--- config.mk ---
export PLATFORM = sky130hd
export DESIGN_NAME = multiplicador_arbitro
export DESIGN_NICKNAME = d
export VERILOG_FILES = /design/src/rtl/multiplicador_pkg.sv /design/src/rtl/mult_arb_watchdog.sv /design/src/rtl/multiplicador_arbitro.sv
export SDC_FILE = /design/constraint.sdc
export NUM_CORES = 1
export LEC_CHECK = 0
export CAP_MARGIN = 20
export CORE_ASPECT_RATIO = 0.6
export CORE_MARGIN = 4
export CORE_UTILIZATION = 40
export DETAILED_ROUTE_END_ITERATION = 7
export DONT_BUFFER_PORTS = 1
export GPL_TIMING_DRIVEN = 0
export SYNTH_ARGS = -nofsm -noshare
export SYNTH_HDL_FRONTEND = slang
export SYNTH_SLANG_ARGS = --single-unit
export TNS_END_PERCENT = 5
--- constraint.sdc ---
create_clock -name clk_i -period 1.7 [get_ports clk_i]
set_input_delay 0.34 -clock clk_i [delete_from_list [all_inputs] [get_ports clk_i]]
set_output_delay 0.34 -clock clk_i [all_outputs]
set_load 0.02 [all_outputs]
--- src/rtl/multiplicador_pkg.sv ---
// Shared definitions for the two-requester multiplier arbiter: state encoding,
// default operand width and the round-robin winner selection.
package multiplicador_pkg;

  localparam int N_DEFAULT = 4;

  typedef enum logic [1:0] {
    IDLE  = 2'd0,
    START = 2'd1,
    WAIT  = 2'd2,
    RESP  = 2'd3
  } state_e;

  // On a tie the requester that was not served last wins; otherwise the lone requester.
  function automatic logic pick_winner(input logic req0, input logic req1, input logic last);
    if (req0 && req1) begin
      return ~last;
    end
    return req1;
  endfunction

endpackage

--- src/rtl/mult_arb_watchdog.sv ---
// WAIT-state watchdog: counts cycles spent waiting for the multiplier and flags
// the last allowed cycle so the arbiter can abandon the transaction.
module mult_arb_watchdog #(
  parameter int TMO = 24
) (
  input  logic clk_i,
  input  logic rst_ni,
  input  logic clear_i,
  input  logic count_i,
  output logic expired_o
);

  localparam int CW = $clog2(TMO + 1);

  logic [CW-1:0] cnt_q, cnt_d;

  always_comb begin
    cnt_d = cnt_q;
    if (clear_i) begin
      cnt_d = '0;
    end else if (count_i) begin
      cnt_d = cnt_q + CW'(1);
    end
  end

  always_ff @(posedge clk_i or negedge rst_ni) begin
    if (!rst_ni) begin
      cnt_q <= '0;
    end else begin
      cnt_q <= cnt_d;
    end
  end

  // The count taken in this WAIT cycle would be the TMO-th one.
  assign expired_o = count_i && (cnt_q == CW'(TMO - 1));

endmodule

--- src/rtl/multiplicador_arbitro.sv ---
// Round-robin arbiter sharing one multiplier between two requesters.
// Optional WAIT watchdog enabled by defining MULT_ARB_TIMEOUT_EN.
module multiplicador_arbitro
  import multiplicador_pkg::*;
#(
  parameter int N   = N_DEFAULT,
  parameter int TMO = 4 * N + 8
) (
  input  logic           clk_i,
  input  logic           rst_ni,
  input  logic           req0_i,
  input  logic           req1_i,
  input  logic [N-1:0]   a0_i,
  input  logic [N-1:0]   b0_i,
  input  logic [N-1:0]   a1_i,
  input  logic [N-1:0]   b1_i,
  output logic           gnt0_o,
  output logic           gnt1_o,
  output logic           ack0_o,
  output logic           ack1_o,
  output logic [2*N-1:0] p_o,
  output logic           err_o,
  output logic           busy_o,
  output logic           mul_start_o,
  output logic [N-1:0]   mul_a_o,
  output logic [N-1:0]   mul_b_o,
  input  logic           mul_done_i,
  input  logic [2*N-1:0] mul_p_i
);

  state_e         state_q, state_d;
  logic           id_q, id_d;
  logic           last_q, last_d;
  logic [N-1:0]   a_q, a_d;
  logic [N-1:0]   b_q, b_d;
  logic [2*N-1:0] p_q, p_d;
  logic           winner;

  assign winner = pick_winner(req0_i, req1_i, last_q);

`ifdef MULT_ARB_TIMEOUT_EN
  logic expired;
  logic err_q, err_d;

  mult_arb_watchdog #(
    .TMO(TMO)
  ) u_watchdog (
    .clk_i    (clk_i),
    .rst_ni   (rst_ni),
    .clear_i  (state_q == START),
    .count_i  (state_q == WAIT),
    .expired_o(expired)
  );

  always_ff @(posedge clk_i or negedge rst_ni) begin
    if (!rst_ni) begin
      err_q <= 1'b0;
    end else begin
      err_q <= err_d;
    end
  end

  assign err_o = err_q;
`else
  assign err_o = 1'b0;
`endif

  always_comb begin
    state_d = state_q;
    id_d    = id_q;
    last_d  = last_q;
    a_d     = a_q;
    b_d     = b_q;
    p_d     = p_q;
`ifdef MULT_ARB_TIMEOUT_EN
    err_d   = err_q;
`endif
    case (state_q)
      IDLE: begin
        if (req0_i || req1_i) begin
          id_d    = winner;
          last_d  = winner;
          a_d     = winner ? a1_i : a0_i;
          b_d     = winner ? b1_i : b0_i;
          state_d = START;
        end
      end
      START: begin
        state_d = WAIT;
`ifdef MULT_ARB_TIMEOUT_EN
        err_d   = 1'b0;
`endif
      end
      WAIT: begin
        if (mul_done_i) begin
          p_d     = mul_p_i;
          state_d = RESP;
`ifdef MULT_ARB_TIMEOUT_EN
          err_d   = 1'b0;
        end else if (expired) begin
          p_d     = '0;
          err_d   = 1'b1;
          state_d = RESP;
`endif
        end
      end
      RESP: begin
        state_d = IDLE;
      end
      default: begin
        state_d = IDLE;
      end
    endcase
  end

  // last resets to 1 so requester 0 takes the first tie.
  always_ff @(posedge clk_i or negedge rst_ni) begin
    if (!rst_ni) begin
      state_q <= IDLE;
      id_q    <= 1'b0;
      last_q  <= 1'b1;
      a_q     <= '0;
      b_q     <= '0;
      p_q     <= '0;
    end else begin
      state_q <= state_d;
      id_q    <= id_d;
      last_q  <= last_d;
      a_q     <= a_d;
      b_q     <= b_d;
      p_q     <= p_d;
    end
  end

  assign busy_o      = (state_q != IDLE);
  assign mul_start_o = (state_q == START);
  assign gnt0_o      = (state_q == START) && !id_q;
  assign gnt1_o      = (state_q == START) && id_q;
  assign ack0_o      = (state_q == RESP) && !id_q;
  assign ack1_o      = (state_q == RESP) && id_q;
  assign p_o         = p_q;
  assign mul_a_o     = a_q;
  assign mul_b_o     = b_q;

endmodule

==> results of run 1 <==
## metrics by stage
stage | util (%) | area, um^2 | setup slack [ps]
after floorplan | - | 972 | 223
after global placement | 45.0 | 1010 | 138
after CTS | 48.3 | 1080 | 16.3
after global routing | 48.4 | 1090 | -24.4
final | 48.4 | 1090 | 59.5
after detailed placement | 45.0 | 1010 | 130
## how the worst max path moves through the flow
stage | end | startpoint | depth (start not counted)
2_1_floorplan | gnt0_o | state_q[1] | 3
3_3_place_gp | gnt0_o | state_q[1] | 3
3_5_place_dp | gnt0_o | state_q[1] | 3
4_1_cts | gnt1_o | state_q[1] | 3
5_1_grt | gnt1_o | state_q[1] | 3
6_report | gnt0_o | state_q[1] | 3
## layout make-up
type / count / share of cell area (%)
flip-flops and latches: 20 / 46.2
multi-input cells: 63 / 41.4
clock buffers: 4 / 5.07
well taps: 30 / 3.46
plain buffers: 3 / 1.61
inverters: 4 / 1.38
repair buffers: 1 / 0.922
## what timing repair did
item | CTS | global route
endpoints found under the hold margin | 20 | 0
buffers inserted | 0 | 0
endpoints found under the setup margin | 2 | 3
gates resized for setup | 3 | 1
hold buffers | 1 | 0
## logic make-up (layout without fill, tap and decap cells)
| family | after synthesis | in the layout |
|---|---|---|
| AO/OA/AOI/OAI | 25 | 25 |
| adder cells (fa/ha/maj) | 5 | 5 |
| buffers and inverters | 7 | 12 |
| flip-flops | 20 | 20 |
| multiplexers | 9 | 9 |
| other | 1 | 1 |
| AND/OR/NAND/NOR | 23 | 23 |
## sequential cells by signal, indices dropped and copies added, names as in the netlist
name and count:
p_o 8, mul_a_o 4, mul_b_o 4, state_q 2, id_q 1, last_q 1
## layout by cell type (no fill, tap or decap), types with 2 or more instances in the layout
cell / synthesis / layout
nor2_1: 8 / 8
inv_1: 4 / 4
ha_1: 5 / 4
a21oi_1: 17 / 17
dfrtp_1: 19 / 19
buf_2: 2 / 2
clkbuf_8: 0 / 4
mux2_2: 8 / 8
nand2_1: 10 / 10
## metal layers
metal,track usage (%),routed length [um],vias to the layer above
li1,-,-,315
met1,16.2,890,320
met2,22.1,986,25
met3,6.75,183,4
met4,4.49,20,0
met5,0,0,-
## where the power goes
| group | internal (W) | switching [W] |
|---|---|---|
| sequential | 0.000731 | 0.000438 |
| clock | 0.000206 | 0.000157 |
| combinational | 0.000363 | 0.000421 |
==> impl_results.md, run 1 <==
- Crit path kind: register to primary output
- Unrepaired setup endpoints after global routing: true
- Top FF cell, synth: dfrtp_1
- CTS Buf Count: 3
- Final Hold Violating Endpoints: 0
- FF/Latch Area: roughly 500 um^2
- Synth Net Count: 124
- Final Total Pwr: approximately 0.0023 W
- Post-synth top area share: roughly half
- Vias in the first global route: 696
- Clock Path Buffers: 2
- RD Place Congestion: 0.680
- Die area: 3310 um^2
- CP startpoint kind: register
- Die W: slightly above 70 um
- Initial Utilization: 43.3%
- Non-Filler Instances: 125
- Final period util: 96.5%
- Combinational family with the most area after synthesis: compound AO/OA/AOI/OAI gates
- Worst EP required: 1360 ps
- Status: finished clean
- I/O Buffers: 0
- R2R setup slack: 130 ps
- Initial DRT Pass Iterations: 3
- #FFs+latches synth: 20
- Total routed wirelength: 2.08 mm
- Post-synthesis cell type count: 23
- Post-synth EDFFs: 0
- Hold depth: 2
- Initial antenna violation count: 0
- Relative slew slack: 40.3%
- Simple-gate area share of the yosys netlist: 10.8%
- Final Skew: 3.01 ps
- Post-synth ARST share: 100%
- Diodes inserted: 0
- Root buffer cell: clkbuf_8
- Least-Margin Pin Slew: 892 ps
- Most instantiated cells after synthesis: dfrtp_1 (19), a21oi_1 (17), nand2_1 (10), mux2_2 (8), nor2_1 (8)
- R2R Path End: state_q[1]
- Peak Freq: 610 MHz
- Synth area leader: dfrtp_1
- Synth Instances: 90
- DR vias/cell: 5.31
- P&R area growth vs syn: 11.7%
- Setup TNS: 0 ps
- Area contributors post-synth: dfrtp_1 (49%), mux2_2 (9.3%), a21oi_1 (8.8%)
- Via count: 664
- Global-route wire length before repair: 3.33 mm
- CTS tree: yes
- Core ar.: 2240 um^2
- Mapped Area: 972 um^2
- Post-DP HPWL: 1.63 mm
- Largest delay share family, worst path: flip-flops
- Worst-path maximum fanout: 4
- HP Class: primary input to register
- Ports: 52
- GR Overflow Total: 0
- Adder-cell share of the synthesized area: 6.44%
- Depth of the worst register-to-register path: 5
- CP bufs+invs: 1
- Power per cell area: around 2100 nW/um^2
- Clock transition at the registers of the reported paths: 70 ps
- Die Y-Extent: between 40 and 50 um
- Avg Inst Size Synth: 10.8 um^2
- Total global-route track usage: 13.7%
- Lkg Pwr: 0.489 nW
- Max Cap Viol: 0
- Share of cells above drive strength 1: 27.4%
- Worst skew pair latency: 260 ps
- CP Capture Type: primary output
- Xor/xnor share of the synthesized area: 0%
- Most frequent cell after synthesis: dfrtp_1
- Post-synthesis mux area share: 10.8%
- Hold Path End: mul_b_o[0]
- Synth Area in Compound Gates: around 17%
- CTS sink count: 20
- YS warnings: 0
- DR WL/cell: between 15 and 20 um
- Hold_sp: b0_i[0]
- Worst r2r src: state_q[0]
- Fin crit period: 1640 ps
- Final Max Slew Viols: 0
- Critical Path Max Stage Delay: between 400 and 500 ps
- Final nets: 130
- Crit path DAT: 1300 ps
- # H-tree levels: 1
- Largest net degree at the start of global routing: 21
- # DRC: 0
- Post-route ant nets: 0
- Multi-input gate area: ~450 um^2
- Worst vdd ir: roughly 770 uV
- Critical path's slowest cell: dfrtp_1
- Post-synthesis sequential area ratio: about half
- Filler cells: 217
- Hold Worst Slack: 200 ps
- Placed cells: 120
- Row cnt: 13
- Initial DRC count: 38
- Final setup vio count: 0
- Crit path cell chain: inv_1 -> ha_2 -> nor2b_4
Note: power is estimated with default switching activity, not from simulation.
==> inputs of run 2 (changes only) <==
--- a/config.mk
+++ b/config.mk
@@ -8,7 +8,7 @@
 export CAP_MARGIN = 20
 export CORE_ASPECT_RATIO = 0.6
 export CORE_MARGIN = 4
-export CORE_UTILIZATION = 40
+export CORE_UTILIZATION = 35
 export DETAILED_ROUTE_END_ITERATION = 7
 export DONT_BUFFER_PORTS = 1
 export GPL_TIMING_DRIVEN = 0
==> run 2 against run 1 <==
Cell count increased by 1.6%. Total power is 1.5% lower. Count of clock-buffer cells in the layout stayed put. Sequential cell count stayed put. Die area is 12% higher. Register-to-register slack worse by 20 ps. Largest power group unchanged.
==> impl_results.md, run 2 (synthesized netlist as in run 1, its figures left out) <==
- Status: finished clean
- Least-Margin Pin Slew: between 900 and 1000 ps
- Initial Utilization: a little under two fifths
- R2R setup slack: between 100 and 150 ps
- Crit path kind: register to primary output
- Post-route ant nets: 0
- Relative slew slack: 37.3%
- Unrepaired setup endpoints after global routing: true
- Fin crit period: 1630 ps
- Worst EP required: 1360 ps
- Dpl cell area: ~1000 um^2
- Ports: between 50 and 60
- HP Class: primary input to register
- Final nets: 130
- Global-route wire length before repair: 3.74 mm
- Clock Path Buffers: 2
- Peak Freq: a little over 600 MHz
- Final Hold Violating Endpoints: 0
- P&R area growth vs syn: 11.6%
- Max Cap Viol: 0
- Largest net degree at the start of global routing: 21
- Buffers inserted by post-CTS timing repair: 0
- # DRC: 0
- CTS Buf Count: 3
- Worst vdd ir: 691 uV
- Total global-route track usage: ~12%
- Filler cells: 258
- DR WL/cell: 17.4 um
- Multi-input gate area: 455 um^2
- Lkg Pwr: 0.486 nW
- Die W: 76.0 um
- R2R Path End: state_q[1]
- Fin area: approximately 1100 um^2
- Power per cell area: 2100 nW/um^2
- CP Capture Type: primary output
- Die Y-Extent: 48.8 um
- CTS sink count: 20
- Depth of the worst register-to-register path: 5
- Setup TNS: 0 ps
- Worst skew pair latency: between 200 and 300 ps
- Max reg flops: 8
- Psw: between 0.001 and 0.0015 W
- Sw frac: between 40 and 50%
- DR vias/cell: 5.35
- Final Skew: 3.60 ps
- Clock transition at the registers of the reported paths: 70 ps
- Launch point of the worst path: state_q[1]
- FF/Latch Area: between 500 and 600 um^2
- Commonest non-fill, non-tap cell in the layout: dfrtp_1
- Root buffer cell: clkbuf_8
- Via count: 680
- CP startpoint kind: register
- Combinational share of power: roughly a third
- Commonest non-fill, non-tap cells in the layout: dfrtp_1 (19), a21oi_1 (17), nand2_1 (10)
- Worst-path maximum fanout: 4
- # H-tree levels: 1
- Share of cells above drive strength 1: 26.3%
- Clk network pwr share: about 14%
- Row cnt: 14
- CTS tree: yes
- Total routed wirelength: ~2.2 mm
- I/O Buffers: 0
- RD Place Congestion: around 0.75
- Core ar.: 2570 um^2
- GR Overflow Total: 0
- Vias in the first global route: 768
- Crit path DAT: 1290 ps
- Diodes inserted: 0
- Cell internal pwr: about 0.0013 W
- Worst r2r src: state_q[0]
- Worst setup endpoint: gnt0_o
- Die area: roughly 3700 um^2
- Post-DP HPWL: between 1.5 and 2 mm
- Final period util: 95.8%
- Initial antenna violation count: 0
- Initial DRT Pass Iterations: 3
- Flop pwr share: 51.3%
- Final Max Slew Viols: 0
- Final setup vio count: 0
- Initial DRC count: 23
==> run 2: changes by cell type in the layout (fill, tap and decap cells not counted) <==
cell      change
nor3b_2       -1
nor3b_4       +1
clkbuf_1      +1
clkbuf_8      -1
==> run 2: how the worst min path moves through the flow <==
| stage | cells after the start | slack [ps] | startpoint | to |
|---|---|---|---|---|
| floorplan | 0 | 40 | rst_ni | id_q |
| global placement | 0 | 40 | rst_ni | mul_b_o[1] |
| detailed placement | 0 | 40 | rst_ni | mul_b_o[3] |
| CTS | 2 | 200 | a0_i[0] | mul_a_o[0] |
| global route | 2 | 190 | a0_i[0] | mul_a_o[0] |
| finish | 2 | 210 | a0_i[0] | mul_a_o[0] |
==> run 2: critical path: stages (launching register included) <==
cell and delay (ps):
dfrtp_1 420, inv_1 120, ha_2 270, nor2b_4 240
==> run 2: repair_timing <==
action | in CTS | in global routing
endpoints found under the hold margin | 20 | 0
hold buffers | 1 | 0
endpoints found under the setup margin | 2 | 3
gates resized for setup | 3 | 2
==> run 2: cell type report <==
cell class / count / share of cell area [%]
inverters: 4 / 1.38
flip-flops and latches: 20 / 46.3
well taps: 32 / 3.69
plain buffers: 3 / 1.61
multi-input cells: 63 / 42.0
clock buffers: 4 / 4.15
repair buffers: 1 / 0.923
==> run 2: metrics by stage <==
step           utilization, %  setup WS, ps  cells  power, W  hold WS (ps)
2_1_floorplan               -           223     90   0.00177          44.4
3_3_place_gp             39.3           138    122   0.00190          44.9
3_5_place_dp             39.3          94.8    122   0.00195          45.0
4_1_cts                  41.8          15.9    127   0.00231           201
5_1_grt                  42.1         -28.2    127   0.00246           194
6_report                 42.1          70.7    127   0.00228           208
==> run 2: layer usage <==
| layer | vias to the layer above | track usage, % | routed length [um] |
|---|---|---|---|
| met4 | 0 | 2.37 | 13 |
| met2 | 37 | 20.2 | 1030 |
| met5 | - | 0 | 0 |
| met1 | 331 | 13.3 | 899 |
| met3 | 2 | 8.67 | 263 |
| li1 | 310 | - | - |
==> run 2: power groups by stage <==
| stage | Combinational, W | Sequential [W] | Clock (W) |
|---|---|---|---|
| final | 0.000801 | 0.00117 | 0.000310 |
| after global routing | 0.000893 | 0.00121 | 0.000356 |
| after CTS | 0.000806 | 0.00118 | 0.000329 |
| after detailed placement | 0.000780 | 0.00117 | 0 |
| after global placement | 0.000732 | 0.00117 | 0 |
| after floorplan | 0.000653 | 0.00112 | 0 |
